$ cat config.mk
export PLATFORM = sky130hd
export DESIGN_NAME = uart_rx_fifo
export DESIGN_NICKNAME = d
export VERILOG_FILES = /design/src/rtl/uart_rx_fifo.sv
export SDC_FILE = /design/constraint.sdc
export NUM_CORES = 1
export LEC_CHECK = 0
export ABC_AREA = 1
export ABC_CLOCK_PERIOD_IN_PS = 4050
export BUFFER_PORTS_ARGS = -buffer_cell sky130_fd_sc_hd__buf_2
export CAP_MARGIN = 20
export CORE_ASPECT_RATIO = 1.1
export CORE_UTILIZATION = 50
export DETAILED_ROUTE_END_ITERATION = 8
export GPL_TIMING_DRIVEN = 0
export PLACE_DENSITY = 0.69
export SYNTH_ARGS = -nofsm -noshare
export SYNTH_HDL_FRONTEND = slang
export SYNTH_SLANG_ARGS = --single-unit
$ cat constraint.sdc
create_clock -name clk -period 4.05 [get_ports clk]
set_input_delay 0.81 -clock clk [delete_from_list [all_inputs] [get_ports clk]]
set_output_delay 0.81 -clock clk [all_outputs]
set_load 0.02 [all_outputs]
$ cat src/rtl/uart_rx_fifo.sv
// Receive byte FIFO between the UART receiver and the memory-map RX data register.
// Latency: a pushed byte is visible on rd_data one cycle after its rx_valid edge; rd_data is first-word fall-through.
// Backpressure: none towards the receiver; a push into a full FIFO without a same-cycle pop is dropped and sets sticky overflow.
module uart_rx_fifo #(
    parameter int DATA_WIDTH = 8,
    parameter int DEPTH      = 8,
    parameter int THRESH     = 4
) (
    input  logic                         clk,
    input  logic                         rst,
    input  logic                         rx_valid,
    input  logic [DATA_WIDTH-1:0]        rx_byte,
    input  logic                         rx_par_err,
    input  logic                         rd_en,
    input  logic                         clr,
    output logic [DATA_WIDTH-1:0]        rd_data,
    output logic                         rd_par_err,
    output logic                         empty,
    output logic                         full,
    output logic [$clog2(DEPTH+1)-1:0]   count,
    output logic                         overflow,
    output logic                         rx_irq
);

    localparam int AW = $clog2(DEPTH);
    localparam int CW = $clog2(DEPTH + 1);

    localparam logic [CW-1:0] DEPTH_C  = CW'(DEPTH);
    localparam logic [CW-1:0] THRESH_C = CW'(THRESH);
    localparam logic [CW-1:0] CNT_ONE  = CW'(1);
    localparam logic [AW-1:0] PTR_ONE  = AW'(1);

    // One stored frame: payload plus the parity status captured with it.
    typedef struct packed {
        logic                  par_err;
        logic [DATA_WIDTH-1:0] dat;
    } entry_t;

    entry_t          mem [DEPTH];
    logic [AW-1:0]   wr_ptr;
    logic [AW-1:0]   rd_ptr;
    logic [CW-1:0]   cnt;
    logic            ovf;

    logic            is_empty;
    logic            is_full;
    logic            do_pop;
    logic            do_push;
    logic            drop;
    logic [CW-1:0]   cnt_nxt;
    entry_t          wr_entry;
    entry_t          head;

    // Occupancy flags; full/empty come only from the separate count so pointer equality never needs disambiguation.
    always_comb begin
        is_empty = (cnt == '0);
        is_full  = (cnt == DEPTH_C);
    end

    // Push/pop qualification: a full FIFO still accepts a byte when the head leaves in the same cycle.
    always_comb begin
        do_pop   = rd_en & ~is_empty;
        do_push  = rx_valid & (~is_full | do_pop);
        drop     = rx_valid & is_full & ~do_pop;
        wr_entry = '{par_err: rx_par_err, dat: rx_byte};
    end

    // Next occupancy from the accepted push/pop pair.
    always_comb begin
        cnt_nxt = cnt;
        unique case ({do_push, do_pop})
            2'b10:   cnt_nxt = cnt + CNT_ONE;
            2'b01:   cnt_nxt = cnt - CNT_ONE;
            default: cnt_nxt = cnt;
        endcase
    end

    // Pointer, count and sticky overflow state; clr wins over any same-cycle push or pop.
    always_ff @(posedge clk or negedge rst) begin
        if (!rst) begin
            wr_ptr <= '0;
            rd_ptr <= '0;
            cnt    <= '0;
            ovf    <= 1'b0;
        end else if (clr) begin
            wr_ptr <= '0;
            rd_ptr <= '0;
            cnt    <= '0;
            ovf    <= 1'b0;
        end else begin
            if (do_push) begin
                wr_ptr <= wr_ptr + PTR_ONE;
            end
            if (do_pop) begin
                rd_ptr <= rd_ptr + PTR_ONE;
            end
            cnt <= cnt_nxt;
            if (drop) begin
                ovf <= 1'b1;
            end
        end
    end

    // Storage write; the array carries no reset since contents are only observed through count.
    always_ff @(posedge clk) begin
        if (do_push && !clr) begin
            mem[wr_ptr] <= wr_entry;
        end
    end

    // Head entry fall-through, forced to zero while empty so stale storage never leaks to the bus.
    always_comb begin
        head = '0;
        if (!is_empty) begin
            head = mem[rd_ptr];
        end
    end

    assign rd_data    = head.dat;
    assign rd_par_err = head.par_err;
    assign empty      = is_empty;
    assign full       = is_full;
    assign count      = cnt;
    assign overflow   = ovf;
    assign rx_irq     = (cnt >= THRESH_C);

    // Occupancy can never exceed the storage size.
    a_cnt_bound: assert property (@(posedge clk) disable iff (!rst) cnt <= DEPTH_C);

    // The pointer gap always matches the tracked occupancy (modulo depth).
    a_ptr_gap: assert property (@(posedge clk) disable iff (!rst)
        (AW'(wr_ptr - rd_ptr) == AW'(cnt)));

endmodule

==> flow_summary_export.csv <==
group,metric,value,unit
status,status,"finished clean",
yosys,synth_top_area_share,60.48,%
timing,finalClockSkew,0.01278,ns
floorplanning,coreArea,6749,um2
critical_path,path_common_cell,"buf_6",
cells_and_area,final_cells,433,
critical_path,worst_setup_path_end_kind,"output pin",
yosys,synth.distinct_cells,30,
routing,drc_errors,0,
cells_and_area,drive_gt1_share,21.37,%
critical_path,r2r_start,"count[2]$_DFFE_PN0P_",
pwr,peakVddDrop,373.5,uV
routing,drtIter0Drc,152,
critical_path,required,3.24,ns
timing,worst_pin_slew,0.9043,ns
routing,vias,2426,
critical_path,start_kind,"flip-flop",
yosys,ys_ff_latch,83,
critical_path,crit_chain,"buf_6 -> inv_2 -> buf_4 -> buf_6 -> nor2_1 -> o22ai_1 -> o21ai_1 -> a31oi_1 -> buf_2",
timing,finalHoldViolations,0,
cells_and_area,nFillCells,561,
critical_path,cp_max_fo,10,
critical_path,slowest_delay,0.40,ns
floorplanning,die_h,90.68,um
clock_tree,cts_setup_buffers,0,
floorplanning,ios,31,
routing,highest_layer,"met4",
timing,slew_viol_final,0,
yosys,synth_seq_area_share,68.18,%
clock_tree,cts-resized-gates,0,
clock_tree,htreeDepth,3,
yosys,synth-main-ff-cell,"edfxtp_1",
timing,max_freq,0.3488,GHz
clock_tree,cts_sinks,83,
critical_path,r2r_cells,8,
floorplanning,rows,31,
critical_path,worstSetupPathType,"reg2out",
clock_tree,cts.clk_slew.worst_paths,0.08,ns
timing,setup_tns,0,ns
cells_and_area,regArea,2437,um2
yosys,synth_edf_count,72,
placement,io_buffers,30,
floorplanning,die_w,82.62,um
timing,holdWs,0.3172,ns
yosys,ys_warn_count,0,
routing,antenna_left,0,
grt,grt_pass1_wl,11500,um
critical_path,r2r_slack,1.86,ns
floorplanning,initial_core_util,52.97,%
yosys,yosys.area.top_type,"edfxtp_1",
timing,rsz0062_at_grt,"false",
yosys,synth_area_leaders,"edfxtp_1, dfrtp_1, nor2_1",
routing,drt-met1-wl,3177,um
routing,routedWlPerCell,17.54,um
grt,antenna_found_initial,0,
timing,relSlewSlack,39.49,%
clock_tree,clock_path_buffers,2,
clock_tree,cts_made_buffers,9,
cells_and_area,final_nets,364,
cells_and_area,multi_input_area,978.4,um2
clock_tree,clkLatencyLatePin,0.36,ns
yosys,syn_nets,323,
placement,preCtsSetupSlack,1.527,ns
timing,finalCritPeriodShare,70.78,%
critical_path,reg2reg_to,"mem[7][4]$_DFFE_PP_",
routing,wl_met3,379,um
job,maxCapViolations,0,
routing,finalWirelength,7595,um
critical_path,crit_slowest_cell,"dfrtp_1",
floorplanning,die-area,7492,um2
yosys,synth_area,3575,um2
grt,grt_start_max_net_pins,15,
routing,routed_via_density,5.603,
grt,grt.overflow.total,0,
grt,track_usage,21.84,%
cells_and_area,syn2layout_area_growth,13.09,%
timing,fin_ws,1.183,ns
pwr,power_leakage,1.548,nW
placement,place_congestion,0.8061,
routing,drt-pass1-iter-count,4,
timing,report.final.setup_viol,0,
routing,route.met2.wl,3946,um
grt,grt_pass1_vias,2347,
min_path,min-delay-path-class,"in2async",
yosys,syn_inst,305,
clock_tree,ctsHoldBuffers,0,
cells_and_area,diodes,0,
placement,placed_cells,417,
timing,layout_min_cycle_time,2.867,ns
yosys,postSynthAreaPerCell,11.72,um2
pwr,power.density,640.0,nW/um2
critical_path,cp.arrival,2.06,ns
clock_tree,cts_tree,"yes",
yosys,async_reset_ff_share,13.25,%
placement,hpwl,5034,um
clock_tree,cts_root_buffer,"clkbuf_8",
==> worst max-delay path by stage <==
stage | start | end | slack [ns]
global route | rd_ptr[0]$_DFFE_PN0P_ | rd_data[1] | 1.14
detailed placement | rd_en | mem[5][5]$_DFFE_PP_ | 1.53
floorplan | count[0]$_DFFE_PN0P_ | rd_data[0] | 1.81
CTS | rd_ptr[0]$_DFFE_PN0P_ | rd_data[1] | 1.19
finish | rd_ptr[0]$_DFFE_PN0P_ | rd_data[1] | 1.18
global placement | rd_en | mem[7][5]$_DFFE_PP_ | 1.57
==> routing by layer <==
metal,vias up,GRT usage (%)
met4,0,8.621
met3,11,3.030
met5,-,0
met2,66,37.33
met1,1190,27.38
li1,1159,-
==> synth_stat cells, types with 5 or more instances <==
cell type  count
dfrtp_1       11
nand2_1       17
o21ai_1       14
o21ai_0       37
a31oi_1        9
nor2_1        64
edfxtp_1      72
buf_2          7
nor2_2         5
inv_1         18
o22ai_1       10
==> layout make-up <==
class,instances,area share [%]
Buffer,14,1.981
Clock buffer,9,3.064
Clock inverter,7,2.259
Inverter,21,1.950
Multi-Input combinational cell,187,24.20
Sequential cell,83,60.29
Tap cell,82,2.538
Timing Repair Buffer,30,3.714
==> power by group <==
part	internal [mW]	switching [mW]
registers	0.976	0.0455
logic	0.303	0.619
clock network	0.345	0.299
==> placed cells by master, fill, tap and decap left out, types with 5 or more instances in the layout <==
master / n
clkbuf_8: 9
a31oi_1: 9
o21ai_0: 37
dfrtp_1: 11
buf_2: 37
nor2_1: 64
edfxtp_1: 72
inv_1: 18
o21ai_1: 14
o22ai_1: 10
nand2_1: 17
nor2_2: 5
==> worst max-delay path: cells and delay by family, from the launching register on <==
kind | cells | cell delay, ns
AO/OA/AOI/OAI | 3 | 0.51
buffers and inverters | 5 | 0.75
AND/OR/NAND/NOR | 1 | 0.05
flip-flops | 1 | 0.40
==> registers in the layout, summed over array words and instances (netlist names) <==
| register | cells |
|---|---|
| mem | 72 |
| count | 4 |
| rd_ptr | 3 |
| wr_ptr | 3 |
| overflow | 1 |
==> metrics by stage <==
stage	power (mW)	utilization [%]	instance area (um2)
after global placement	1.942	56.71	3827
after global routing	2.719	59.90	4043
after detailed placement	1.961	56.71	3827
after CTS	2.592	59.90	4043
final	2.587	59.90	4043
after floorplan	1.674	-	3575
==> cell families (layout without fill, tap and decap cells) <==
kind of cell,count (synthesis),count (layout),share of synthesized area (%)
simple gates,107,107,14.32
flops,83,83,68.18
compound gates,75,75,11.41
buf+inv,35,81,4.445
fa+ha+maj,4,4,1.400
xor+xnor,1,1,0.2451
No activity file was read; power rests on OpenSTA's default activity.
